File: src/rtl/apb_arb_pkg.sv
// Shared types and defaults for the two-port APB round-robin arbiter.
package apb_arb_pkg;

    localparam int unsigned DEF_ADDR_W = 16;
    localparam int unsigned DEF_DATA_W = 32;

    typedef enum logic [1:0] {
        ST_IDLE   = 2'd0,
        ST_SETUP  = 2'd1,
        ST_ACCESS = 2'd2,
        ST_DONE   = 2'd3
    } state_t;

    // Watchdog counter width: clog2(TIMEOUT+1), never below one bit.
    function automatic int unsigned cnt_width(input int unsigned timeout);
        return (timeout == 0) ? 1 : $clog2(timeout + 1);
    endfunction

endpackage

File: src/rtl/rr_arb2.sv
// Combinational two-way round-robin pick: on a tie the port that did not
// win last time is chosen.
module rr_arb2 (
    input  logic [1:0] req,
    input  logic       last_gnt,
    output logic       gnt,
    output logic       gnt_valid
);

    always_comb begin
        gnt_valid = |req;
        gnt       = (req == 2'b11) ? ~last_gnt : req[1];
    end

endmodule

File: src/rtl/apb_rr_arbiter.sv
// Two-port round-robin arbiter that runs one APB transfer per accepted request,
// with a watchdog that aborts ACCESS phases whose slave never asserts pready.
module apb_rr_arbiter
    import apb_arb_pkg::*;
#(
    parameter int unsigned ADDR_W  = DEF_ADDR_W,
    parameter int unsigned DATA_W  = DEF_DATA_W,
    parameter int unsigned TIMEOUT = 255
) (
    input  logic              clk,
    input  logic              rst,
    // req/ack handshake: a master raises mx_req with write/addr/wdata stable
    // and holds it until the one-cycle mx_ack; a req still high in the IDLE
    // cycle after the ack is taken as a fresh transfer.
    input  logic              m0_req,
    input  logic              m0_write,
    input  logic [ADDR_W-1:0] m0_addr,
    input  logic [DATA_W-1:0] m0_wdata,
    output logic              m0_ack,
    output logic [DATA_W-1:0] m0_rdata,
    output logic              m0_err,
    input  logic              m1_req,
    input  logic              m1_write,
    input  logic [ADDR_W-1:0] m1_addr,
    input  logic [DATA_W-1:0] m1_wdata,
    output logic              m1_ack,
    output logic [DATA_W-1:0] m1_rdata,
    output logic              m1_err,
    output logic              apb_psel,
    output logic              apb_penable,
    output logic              apb_pwrite,
    output logic [ADDR_W-1:0] apb_paddr,
    output logic [DATA_W-1:0] apb_pwdata,
    input  logic              apb_pready,
    input  logic [DATA_W-1:0] apb_prdata,
    output state_t            o_dbg_state
);

    localparam int unsigned CNT_W = cnt_width(TIMEOUT);
    localparam logic [CNT_W-1:0] TO_LAST = (TIMEOUT == 0) ? '0 : CNT_W'(TIMEOUT - 1);

    state_t            r_state;
    logic              r_gnt;
    logic              r_last_gnt;
    logic [CNT_W-1:0]  r_cnt;
    logic              r_psel;
    logic              r_penable;
    logic              r_pwrite;
    logic [ADDR_W-1:0] r_paddr;
    logic [DATA_W-1:0] r_pwdata;
    logic [1:0]        r_ack;
    logic [1:0]        r_err;
    logic [DATA_W-1:0] r_rdata0;
    logic [DATA_W-1:0] r_rdata1;

    logic              w_gnt;
    logic              w_gnt_valid;
    logic              w_timeout;
    logic              w_finish;
    logic              w_fin_err;
    logic [DATA_W-1:0] w_fin_rdata;

    rr_arb2 u_pick (
        .req       ({m1_req, m0_req}),
        .last_gnt  (r_last_gnt),
        .gnt       (w_gnt),
        .gnt_valid (w_gnt_valid)
    );

    // pready wins over the watchdog when both land on the same cycle.
    always_comb begin
        w_timeout   = (TIMEOUT != 0) && (r_cnt == TO_LAST);
        w_finish    = (r_state == ST_ACCESS) && (apb_pready || w_timeout);
        w_fin_err   = !apb_pready;
        w_fin_rdata = (apb_pready && !r_pwrite) ? apb_prdata : '0;
    end

    always_ff @(posedge clk) begin
        if (rst) begin
            r_state    <= ST_IDLE;
            r_gnt      <= 1'b0;
            r_last_gnt <= 1'b1;
            r_cnt      <= '0;
            r_psel     <= 1'b0;
            r_penable  <= 1'b0;
            r_pwrite   <= 1'b0;
            r_paddr    <= '0;
            r_pwdata   <= '0;
            r_ack      <= 2'b00;
            r_err      <= 2'b00;
            r_rdata0   <= '0;
            r_rdata1   <= '0;
        end else begin
            r_ack <= 2'b00;
            case (r_state)
                ST_IDLE: begin
                    if (w_gnt_valid) begin
                        r_gnt    <= w_gnt;
                        r_pwrite <= w_gnt ? m1_write : m0_write;
                        r_paddr  <= w_gnt ? m1_addr  : m0_addr;
                        r_pwdata <= w_gnt ? m1_wdata : m0_wdata;
                        r_psel   <= 1'b1;
                        r_state  <= ST_SETUP;
                    end
                end
                ST_SETUP: begin
                    r_penable <= 1'b1;
                    r_cnt     <= '0;
                    r_state   <= ST_ACCESS;
                end
                ST_ACCESS: begin
                    r_cnt <= r_cnt + CNT_W'(1);
                    if (w_finish) begin
                        r_psel       <= 1'b0;
                        r_penable    <= 1'b0;
                        r_ack[r_gnt] <= 1'b1;
                        r_err[r_gnt] <= w_fin_err;
                        if (r_gnt) r_rdata1 <= w_fin_rdata;
                        else       r_rdata0 <= w_fin_rdata;
                        r_state <= ST_DONE;
                    end
                end
                ST_DONE: begin
                    r_last_gnt <= r_gnt;
                    r_state    <= ST_IDLE;
                end
                default: r_state <= ST_IDLE;
            endcase
        end
    end

    assign m0_ack      = r_ack[0];
    assign m1_ack      = r_ack[1];
    assign m0_err      = r_err[0];
    assign m1_err      = r_err[1];
    assign m0_rdata    = r_rdata0;
    assign m1_rdata    = r_rdata1;
    assign apb_psel    = r_psel;
    assign apb_penable = r_penable;
    assign apb_pwrite  = r_pwrite;
    assign apb_paddr   = r_paddr;
    assign apb_pwdata  = r_pwdata;
    assign o_dbg_state = r_state;

endmodule

File: config.mk
export PLATFORM = sky130hd
export DESIGN_NAME = apb_rr_arbiter
export DESIGN_NICKNAME = d
export VERILOG_FILES = /design/src/rtl/apb_arb_pkg.sv /design/src/rtl/rr_arb2.sv /design/src/rtl/apb_rr_arbiter.sv
export SDC_FILE = /design/constraint.sdc
export NUM_CORES = 1
export LEC_CHECK = 0
export BUFFER_PORTS_ARGS = -buffer_cell sky130_fd_sc_hd__buf_2
export CORE_AREA = 2 2 122 124
export DETAILED_ROUTE_END_ITERATION = 7
export DIE_AREA = 0 0 124 126
export PLACE_DENSITY = 0.67
export SETUP_SLACK_MARGIN = 0.05
export SKIP_LAST_GASP = 1
export SLEW_MARGIN = 20
export SYNTH_ARGS = -nofsm -noshare
export SYNTH_HDL_FRONTEND = slang
export SYNTH_HIERARCHICAL = 1
export SYNTH_SLANG_ARGS = --single-unit
File: constraint.sdc
create_clock -name clk -period 4.72 [get_ports clk]
set_clock_uncertainty 0.1 [all_clocks]
set_input_delay 0.944 -clock clk [delete_from_list [all_inputs] [get_ports clk]]
set_output_delay 0.944 -clock clk [all_outputs]
set_load 0.1 [all_outputs]
### After elaboration in Yosys (flattened, before gate mapping)

Cells that the tools add are included.
W data, S select, Z words.

* add/subtract/negate cells: 1
* magnitude comparators: 2
* equal/unequal tests: 7
* muxes and demuxes: 16
* bitwise logic cells: 4
* reductions and logical operators: 18

Operator list (count)
* $mux W32: 2
* $mux W16: 1
* $pmux W8 S2: 1
* $reduce_and A3 Y1: 3
* $add A8 B1 Y8 const B: 1
* $eq A8 B8 Y1 const B: 1
* $pmux W2 S4: 1
* $reduce_and A2 Y1: 4
* $eq A2 B2 Y1 const B: 3
* $mux W1: 5
* $mux W2: 2
* $not A1 Y1: 4
* $pmux W1 S2: 2
* $reduce_bool A2 Y1: 2
* $logic_and A1 B1 Y1: 3
* $reduce_or A3 Y1: 1
* $bwmux W2: 1
* $eq A2 B1 Y1 const B: 1
* $logic_not A1 Y1: 2
* $logic_not A2 Y1: 1
* $lt A1 B2 Y1 const B: 1
* $ne A2 B1 Y1 const B: 1
* $ne A2 B2 Y1 const B: 1
* $reduce_or A2 Y1: 1
* 3 further kinds: 3

* register bits: 131
* input bits: 135
* output and inout port bits: 121
* logic and storage cells: 61

### Logic depth before layout (Yosys ltp)

Gate-level depths: netlist of the first run.

* word-level depth: 5
* gate-level depth with buffers: 9
* depth with buffers taken out: 6

### Modules after synthesis

The synthesis of the first run kept the hierarchy.

Modules (own cells, without submodules)
* apb_rr_arbiter: times used 1, cells each 601, area an instance 5560.3 µm², seq. area each 2622.5 µm²
* rr_arb2: times used 1, cells each 2, area an instance 13.8 µm², seq. area each 0.0 µm²

### Worst setup path after synthesis of the first run

OpenSTA, ideal clock, no wires.

* path kind: flip-flop to flip-flop
* from: register r_state[0] (netlist: o_dbg_state[0])
* to: register r_cnt[5]
* setup time: 0.070 ns
* arrival: 2.355 ns
* required time: 4.550 ns
* slack: 2.195 ns
* cell stages (with the launch flop): 7
* path buffers: 1
* period minus slack after synthesis: 2.525 ns
* cells stage by stage: dfxtp_1 -> inv_1 -> ha_1 -> clkbuf_1 -> nand4_1 -> or3_1 -> a21oi_1

* longest elaborated chain between the ends: 2
* elaborated cells on any way between the ends: 4
* those cells by class: 2 x eq/ne; 1 x mux; 1 x reduce/logical

Ends and longest elaborated chain
* start: declaration: RTL line apb_rr_arbiter.sv:42 `state_t r_state;`
* start signal: assignment: RTL line apb_rr_arbiter.sv:80 `r_state <= ST_IDLE;`
* start signal: assignment: RTL line apb_rr_arbiter.sv:103 `r_state <= ST_SETUP;`
* start signal: assignment: RTL line apb_rr_arbiter.sv:109 `r_state <= ST_ACCESS;`
* $eq A2 B2 Y1 / $eq A2 B1 Y1 (equally long branches): RTL line apb_rr_arbiter.sv:95 `case (r_state)`
* $pmux W8 S2 / $reduce_bool A2 Y1 (equally long branches)
* end signal: assignment: RTL line apb_rr_arbiter.sv:112 `r_cnt <= r_cnt + CNT_W'(1);`
* end: declaration: RTL line apb_rr_arbiter.sv:45 `logic [CNT_W-1:0] r_cnt;`

Several ways; a longest one is shown, not always the timed one.
A chain may end at the register's enable or synchronous reset.

### Final worst setup path of the first run

* from: register r_state[0] (netlist: o_dbg_state[0])
* to: register r_rdata0[18] (netlist: m0_rdata[18])

* longest elaborated chain between the ends: 3

Ends and longest elaborated chain
* $eq A2 B2 Y1 *: RTL line apb_rr_arbiter.sv:73, apb_rr_arbiter.sv:95
* $logic_and A1 B1 Y1: RTL line apb_rr_arbiter.sv:73 `w_finish = (r_state == ST_ACCESS) && (apb_pready || w_timeout);`
* $reduce_and A3 Y1 (no line) *
* end signal: assignment: RTL line apb_rr_arbiter.sv:119 `else r_rdata0 <= w_fin_rdata;`
* end: declaration: RTL line apb_rr_arbiter.sv:53 `logic [DATA_W-1:0] r_rdata0;`

Mark *: on every way between the ends. The rest lies on a longest branch, timed or not.

==> flow_summary.ini, run 1 <==
[run_status]
outcome = finished, final reports clean

[route]
wire_per_inst_um = 15.1
via_per_inst = 5.10
dr.pass1.iters = 4
num_vias = 5235
ant_nets = 0
drc = 0
drt_wl_total_um = 15500
drt_iter0_drc = 249

[sta]
rsz0062_at_grt = no
hold_viol_final = 0
fin_crit_ps = 2660
worst-slew-pin-transition_ps = 959
slew_viol_final = 0
fmax_mhz = 377
setup_viol = 0
timing.slew.headroom = 0.361
fin_setup_tns_ps = 0
post-route-period-util = 0.563

[die]
start_util = 0.389
die_w_um = 124
dieArea_mm2 = 0.0156
num_rows = 44
io_pins = 256
coreArea_mm2 = 0.0143
die_y_um = 126

[worst_setup_path]
critPathKind = register to register
crit_path_top_delay_cell = nor3_4
r2r_cells = 7
cp_top_family = simple AND/OR/NAND/NOR gates
crit_required_ps = 4950
worstPathArrival_ps = 2890
end_kind = register
path_buf_inv = 2
path_max_fanout = 42
path_cells = inv_1 > ha_1 > nand2_2 > nor3_4 > buf_4 > a21oi_1 > a211oi_2
cpPeakStageDelay_ps = 630
cp.depth = 7
worst_setup_path_start_kind = register

[power]
irDropWorstVdd_uv = 555
p_leak_uw = 0.00324
power_per_cell_area_mw_per_mm2 = 671
fin_total_pwr_uw = 5040

[logic_synthesis]
synthCells = 603
synth_top_flop_cell = dfxtp_1
synth_cell_types = 38
synth-seq-cells = 131
synth_edf_count = 0
ys_seq_area_frac = 0.470
syn-num-nets = 744
synth_top_area_share = 0.470
ys_top_cells_by_area = dfxtp_1 47%, a21oi_1 9.2%, mux2i_1 9.2%, a211oi_1 6.9%, a211oi_2 6.7%
yosys_warnings = 6
yosysTopAreaCell = dfxtp_1
netlist_area_mm2 = 0.00557
avgSynthCellArea_um2 = 9.24
async_flop_share = 0

[cells_and_area]
nNetsFinal = 969
area_growth_pct = 34.9
drive_gt1_frac = 0.394
nFillCells = 1356

[place]
hpwlAfterDp_um = 10700
place.gp.congestion = 0.781
port-buffer-count = 255

[cts]
cts_resized = 0
clk-insertion-delay-late_ps = 420
cts_sinks = 131
cts_setup_buffers = 0
clock-root-buffer = clkbuf_16
cts_made_buffers = 17
clkTransAtPathRegs_ps = 60
clock_path_buffers = 2
hold_buffers = 0
cts_tree = done
cts.htree.levels = 4

[grt]
gr-total-overflow = 0
grt_pass1_vias = 4947
grt.total_usage = 0.201
antenna_found_initial = 1
grt_max_degree = 101
grt_pass1_wl_um = 24600

[flow_run]
max-cap-violations = 0

[min_path]
hold_class = register to register
hold_depth = 2
state kept, by name, summed over array words and instances (netlist names), 2 cells and up:
signal	cells
apb_paddr	16
apb_pwdata	32
m0_rdata	32
m1_rdata	32
o_dbg_state	2
r_ack	2
r_cnt	8
r_err	2
cells by family after synthesis:
| group | synth area share |
|---|---|
| compound gates | 0.269 |
| xor+xnor | 0.00786 |
| fa+ha+maj | 0.0135 |
| buf+inv | 0.0516 |
| flops | 0.470 |
| mux | 0.0916 |
| simple gates | 0.0963 |
layer usage:
metal	vias up	track usage	wire length (um)	part of all wire
li1	2627	-	-	-
met1	2346	0.236	6630	0.43
met2	235	0.330	7150	0.46
met3	27	0.0752	1480	0.095
met4	0	0.0787	278	0.018
met5	-	0	0	0
metrics by stage:
stage                      util  std cells  hold WS, ps  instance area [um^2]  setup WS, ps
final                     0.525       1026          374                  7520          2060
after global routing      0.525       1026          395                  7520          1790
after CTS                 0.525       1025          373                  7510          2050
after detailed placement  0.483        993          365                  6920          1840
after global placement    0.483        993          357                  6920          1900
after floorplan               -        603          367                  5570          2200
cells in the final DEF, fill, tap and decap left out, types with 2 or more instances in the layout:
master	n
clkinv_2	3
clkinv_4	3
clkinvlp_4	4
inv_1	4
clkbuf_16	17
nor2_1	60
clkbuf_1	2
bufinv_16	3
a211oi_1	51
nand3_1	2
dfxtp_1	131
o21bai_1	2
o21ai_0	35
a21oi_1	102
nand2_2	2
buf_4	8
mux2i_1	51
nand2_1	37
and3_1	2
ha_1	6
nand4_1	3
nor2b_1	2
buf_2	254
nor3_1	4
xor2_1	4
nand2b_1	4
a211oi_2	30
power breakdown:
part           switching (uW)  internal, uW  leakage [uW]
clock network             493           828      0.000279
logic                    1890           424       0.00189
registers                 106          1300       0.00107
synth_stat cells, drive strengths merged (2+ instances only):
| cell | instances |
|---|---|
| xor2 | 4 |
| nand2b | 4 |
| and3 | 2 |
| nand2 | 39 |
| o21bai | 2 |
| a21oi | 102 |
| ha | 6 |
| o21ai | 35 |
| dfxtp | 131 |
| nor3 | 5 |
| nor2b | 3 |
| inv | 4 |
| buf | 27 |
| nor2 | 61 |
| clkbuf | 30 |
| mux2i | 51 |
| nand3 | 2 |
| a211oi | 81 |
| nand4 | 3 |
worst paths after layout:
path / slack (ps) / startpoint / to
min: 370 / m1_rdata[9] / m1_rdata[9]
min reg2reg: 370 / m1_rdata[9] / m1_rdata[9]
max: 2060 / o_dbg_state[0] / m0_rdata[18]
max reg2reg: 2060 / o_dbg_state[0] / m0_rdata[18]
worst register-to-register path: cells and delay by family, from the launching register on:
| family | cells | cell delay [ps] |
|---|---|---|
| compound gates | 2 | 380 |
| flops | 1 | 330 |
| fa+ha+maj | 1 | 400 |
| simple gates | 2 | 760 |
| buf+inv | 2 | 610 |
area by class of cell:
type | instances | area [um^2] | area share
well taps | 184 | 230 | 0.0306
clock inverters | 13 | 161 | 0.0215
repair buffers | 263 | 1350 | 0.180
diodes | 1 | 2.50 | 0.000333
inverters | 4 | 15.0 | 0.00200
multi-input cells | 411 | 2700 | 0.359
clock buffers | 19 | 433 | 0.0576
flip-flops and latches | 131 | 2620 | 0.349
Power figures use the tool's default switching activity.
==> run 2, diff against run 1 <==
==> constraint.sdc (replaced) <==
create_clock -name clk -period 2.55 [get_ports clk]
set_clock_uncertainty 0.1 [all_clocks]
set_input_delay 0.51 -clock clk [delete_from_list [all_inputs] [get_ports clk]]
set_output_delay 0.51 -clock clk [all_outputs]
set_load 0.1 [all_outputs]
==> run 2 against run 1 <==
  * First-iteration DRC count is 10% higher
  * Largest cell class unchanged
  * Final area is 1.3% higher
  * Via count is 0.29% lower
  * Routed wire length is 0.44% higher
  * Critical path depth stayed put
  * Largest power group unchanged
  * Fmax is 21% higher
  * Critical path type unchanged
  * Non-clock buffer count is 6 higher
==> flow_summary.ini, run 2 (same netlist as run 1, synthesis figures left out) <==
[cts]
cts_setup_buffers = 0
cts_made_buffers = 17
clk-insertion-delay-late_ps = 410
cts_resized = 0
cts_tree = done
hold_buffers = 0
clkTransAtPathRegs_ps = 60
cts.htree.levels = 4
clock_path_buffers = 2
clock-root-buffer = clkbuf_16
cts_sinks = 131

[grt]
grt_pass1_vias = 4877
grt.total_usage = 0.198
antenna_found_initial = 1
grt_pass1_wl_um = 24200
gr-total-overflow = 0
grt_max_degree = 65

[sta]
slew_viol_final = 0
worst-slew-pin-transition_ps = 902
hold_viol_final = 0
fin_crit_ps = 2200
rsz0062_at_grt = no
setup_viol = 0
fmax_mhz = 454
fin_setup_tns_ps = 0
post-route-period-util = 0.864
timing.slew.headroom = 0.398
hold_ws_ps = 258

[worst_setup_path]
critPathKind = register to register
crit_path_top_delay_cell = nor2b_4
path_max_fanout = 28
cpPeakStageDelay_ps = 730
worst_setup_path_start_kind = register
r2r_cells = 7
startpoint = r_cnt[0]
crit_required_ps = 2730
rr_startpoint = r_cnt[0]
path_cells = inv_1 > ha_1 > and3_1 > a31oi_2 > nor2b_4 > buf_4 > a211oi_2
worstPathArrival_ps = 2390
end_kind = register

[die]
die_w_um = 124
coreArea_mm2 = 0.0143
num_rows = 44
dieArea_mm2 = 0.0156
start_util = 0.389
io_pins = 256
die_y_um = 126

[route]
drt_wl_total_um = 15600
num_vias = 5220
wire_per_inst_um = 15.1
ant_nets = 0
via_per_inst = 5.06
dr.pass1.iters = 4
drt_iter0_drc = 275
drc = 0

[run_status]
outcome = finished, final reports clean

[power]
power_per_cell_area_mw_per_mm2 = 1250
fin_total_pwr_uw = 9480
irDropWorstVdd_uv = 886
p_leak_uw = 0.00329

[cells_and_area]
most-common-layout-cells = 254 x buf_2, 130 x dfxtp_1, 102 x a21oi_1, 60 x nor2_1
nFillCells = 1398
final_common_cell = buf_2
multiInputGateArea_mm2 = 0.00269
fin_area_mm2 = 0.00762
nNetsFinal = 975
finalNonFillerCells = 1031
diodes = 0
area_growth_pct = 36.6
drive_gt1_frac = 0.400
seqCellArea_mm2 = 0.00262

[min_path]
min_from = apb_prdata[19]
hold_depth = 3
hold_class = input pin to register

[place]
port-buffer-count = 255
dpl_cell_area_mm2 = 0.00699
hpwlAfterDp_um = 11000
place.gp.congestion = 0.787
dp_cells = 999

[flow_run]
max-cap-violations = 0
-- run 2: path summary, 6_finish.rpt --
| kind | to | slack, ps |
|---|---|---|
| hold reg to reg | apb_penable | 370 |
| setup reg to reg | m0_rdata[21] | 350 |
| hold / removal | m1_rdata[19] | 260 |
| setup / recovery | m0_rdata[21] | 350 |
-- run 2: area by class of cell --
cell class                 count  share of cell area
inverter                       4             0.00197
timing repair buffer         269               0.188
clock inverter                12              0.0204
clock buffer                  20              0.0613
multi-input combinational    411               0.353
tap                          184              0.0302
sequential                   131               0.345
-- run 2: where the power goes --
part / internal (uW) / total [uW] / switching, uW
Sequential: 2400 / 2600 / 201
Combinational: 845 / 4350 / 3510
Clock: 1610 / 2530 / 913
Total: 4860 / 9480 / 4620
-- run 2: worst max-delay path, delay by kind of cell (launching register included) --
family	cells	cell delay (ps)
simple gates	2	890
buf+inv	2	400
flops	1	340
compound gates	2	200
fa+ha+maj	1	130
-- run 2: metal layers --
metal,track usage,vias up,part of all wire,routed length [um]
met2,0.325,212,0.47,7320
met5,0,-,0,0
met1,0.239,2367,0.42,6590
met4,0.0661,0,0.013,203
met3,0.0711,18,0.095,1480
li1,-,2623,-,-
-- run 2: stage by stage --
step | util | setup WS, ps
after floorplan | - | 70.0
after global placement | 0.489 | 345
after detailed placement | 0.489 | 337
after CTS | 0.532 | 335
after global routing | 0.532 | 196
final | 0.532 | 347
==> run 3, diff against run 2 <==
--- a/config.mk
+++ b/config.mk
@@ -9,7 +9,7 @@
 export CORE_AREA = 2 2 122 124
 export DETAILED_ROUTE_END_ITERATION = 7
 export DIE_AREA = 0 0 124 126
-export PLACE_DENSITY = 0.67
+export PLACE_DENSITY = 0.69
 export SETUP_SLACK_MARGIN = 0.05
 export SKIP_LAST_GASP = 1
 export SLEW_MARGIN = 20
==> constraint.sdc (replaced) <==
create_clock -name clk -period 1.85 [get_ports clk]
set_clock_uncertainty 0.1 [all_clocks]
set_input_delay 0.37 -clock clk [delete_from_list [all_inputs] [get_ports clk]]
set_output_delay 0.37 -clock clk [all_outputs]
set_load 0.1 [all_outputs]
==> run 3 against run 2 <==
  * Clock-buffer cell count rose by 5
  * Sequential power rose by 38%
  * Via count rose by 3.7%
  * Final area rose by 6.4%
  * Sequential share of layout area fell by 2.0 points
  * Clock power rose by 26%
  * Register-to-register slack got worse by 220 ps
  * Worst hold slack got worse by 140 ps
  * Global-route usage rose by 1.4 points
  * Core utilization rose by 3.4 points
  * Critical path type is now register to output port
  * Critical endpoint is now o_dbg_state[0]
  * Largest power group unchanged
==> flow_summary.ini, run 3 (same netlist as run 1, synthesis figures left out) <==
[run_status]
outcome = finished, final reports clean

[power]
irDropWorstVdd_uv = 1110
seqPwrFrac = 0.271
swShare = 0.485
power_per_cell_area_mw_per_mm2 = 1630
p_comb_frac = 0.489
p_leak_uw = 0.00351
internal_power_uw = 6820
p_switching_uw = 6420
clkPwrFrac = 0.240

[cells_and_area]
fin_area_mm2 = 0.00810
seqCellArea_mm2 = 0.00263
multiInputGateArea_mm2 = 0.00281
finalNonFillerCells = 1059
nFillCells = 1328
most-common-layout-cells = 253 x buf_2, 127 x dfxtp_1, 84 x a21oi_1, 60 x nor2_1, 51 x mux2i_1
final_common_cell = buf_2
drive_gt1_frac = 0.446
nNetsFinal = 1005
area_growth_pct = 45.3

[sta]
worst-slew-pin-transition_ps = 515
setup_viol = 0
fin_setup_tns_ps = 0
slew_viol_final = 0
fmax_mhz = 571
rsz0062_at_grt = no
hold_viol_final = 0
post-route-period-util = 0.946
timing.slew.headroom = 0.659
fin_crit_ps = 1750
hold_ws_ps = 117

[grt]
antenna_found_initial = 0
gr-total-overflow = 0
grt_pass1_vias = 5059
grt.total_usage = 0.212
grt_pass1_wl_um = 25500
grt_max_degree = 56

[die]
num_rows = 44
coreArea_mm2 = 0.0143
start_util = 0.389
io_pins = 256
dieArea_mm2 = 0.0156
die_y_um = 126
die_w_um = 124

[route]
drt_wl_total_um = 16800
via_per_inst = 5.11
ant_nets = 0
wire_per_inst_um = 15.9
drc = 0
dr.pass1.iters = 7
drt_iter0_drc = 308
num_vias = 5415

[cts]
cts_sinks = 131
clock-root-buffer = clkbuf_16
clock_path_buffers = 2
cts_made_buffers = 17
cts_tree = done
clkTransAtPathRegs_ps = 50
hold_buffers = 0
clk-insertion-delay-late_ps = 410
cts.htree.levels = 4

[worst_setup_path]
cp_top_family = buffers and inverters
crit_required_ps = 1380
path_cells = buf_4 > buf_2
cpPeakStageDelay_ps = 420
path_buf_inv = 2
path_max_fanout = 3
critPathKind = register to output port
worstPathArrival_ps = 1280
crit_path_top_delay_cell = buf_2
end_kind = output port
worst_setup_path_start_kind = register

[place]
port-buffer-count = 255
dp_cells = 1014
hpwlAfterDp_um = 11100
place.gp.congestion = 0.800
dpl_cell_area_mm2 = 0.00725

[flow_run]
max-cap-violations = 0

[min_path]
hold_class = input pin to register
run 3: cell types whose count changed in the layout (fill, tap and decap cells not counted), sizes merged:
cell      change
buf          +27
clkbuf        +7
clkinvlp      -4
bufinv        -2
clkinv        -2
diode         +1
nor2b         +1
run 3: per-stage QoR:
step	total power, uW	setup slack, ps	util
after global routing	13800	23.9	0.566
after CTS	13300	65.2	0.559
after floorplan	8750	-15.1	-
after global placement	9810	-327	0.507
final	13200	99.8	0.566
after detailed placement	9850	-342	0.507
run 3: cell type report:
| cell class | instances | share of cell area |
|---|---|---|
| diodes | 1 | 0.000309 |
| clock buffers | 25 | 0.0636 |
| clock inverters | 4 | 0.00587 |
| inverters | 4 | 0.00185 |
| multi-input cells | 412 | 0.347 |
| flip-flops and latches | 131 | 0.325 |
| well taps | 184 | 0.0284 |
| repair buffers | 298 | 0.228 |
run 3: power by group through the flow:
stage               combinational [uW]  sequential, uW  clock (uW)
finish                            6470            3590        3180
global route                      6800            3650        3370
CTS                               6420            3590        3260
detailed placement                6220            3630           0
global placement                  6180            3630           0
floorplan                         1760            6980           0
run 3: layer usage:
metal / global-route usage / wire [um]
met3: 0.0829 / 1630
met1: 0.244 / 6930
met4: 0.0740 / 216
met5: 0 / 0
met2: 0.356 / 8030
run 3: worst reg2reg max path, cell delays in order (launching register included):
cell	delay, ps
dfxtp_1	320
inv_1	60
ha_1	190
and3_4	180
a31oi_4	220
buf_12	150
nor2b_4	40
buf_12	150
a22o_1	190
run 3: worst paths after layout:
| kind | startpoint | end | slack (ps) | cells after the start |
|---|---|---|---|---|
| worst min register to register | m1_rdata[22] | m1_rdata[22] | 370 | 2 |
| worst min-delay path | apb_prdata[19] | m1_rdata[19] | 120 | 3 |
| worst max-delay path | o_dbg_state[0] | o_dbg_state[0] | 100 | 2 |
| worst max register to register | r_cnt[0] | r_err[0] | 130 | 8 |
run 3: repair_timing:
action / in CTS / in global routing
setup buffers: 7 / 3
pin swaps: 1 / 4
hold endpoints to repair: 0 / 0
endpoints found under the setup margin: 72 / 34
gates resized for setup: 8 / 5
cloned: 3 / 2
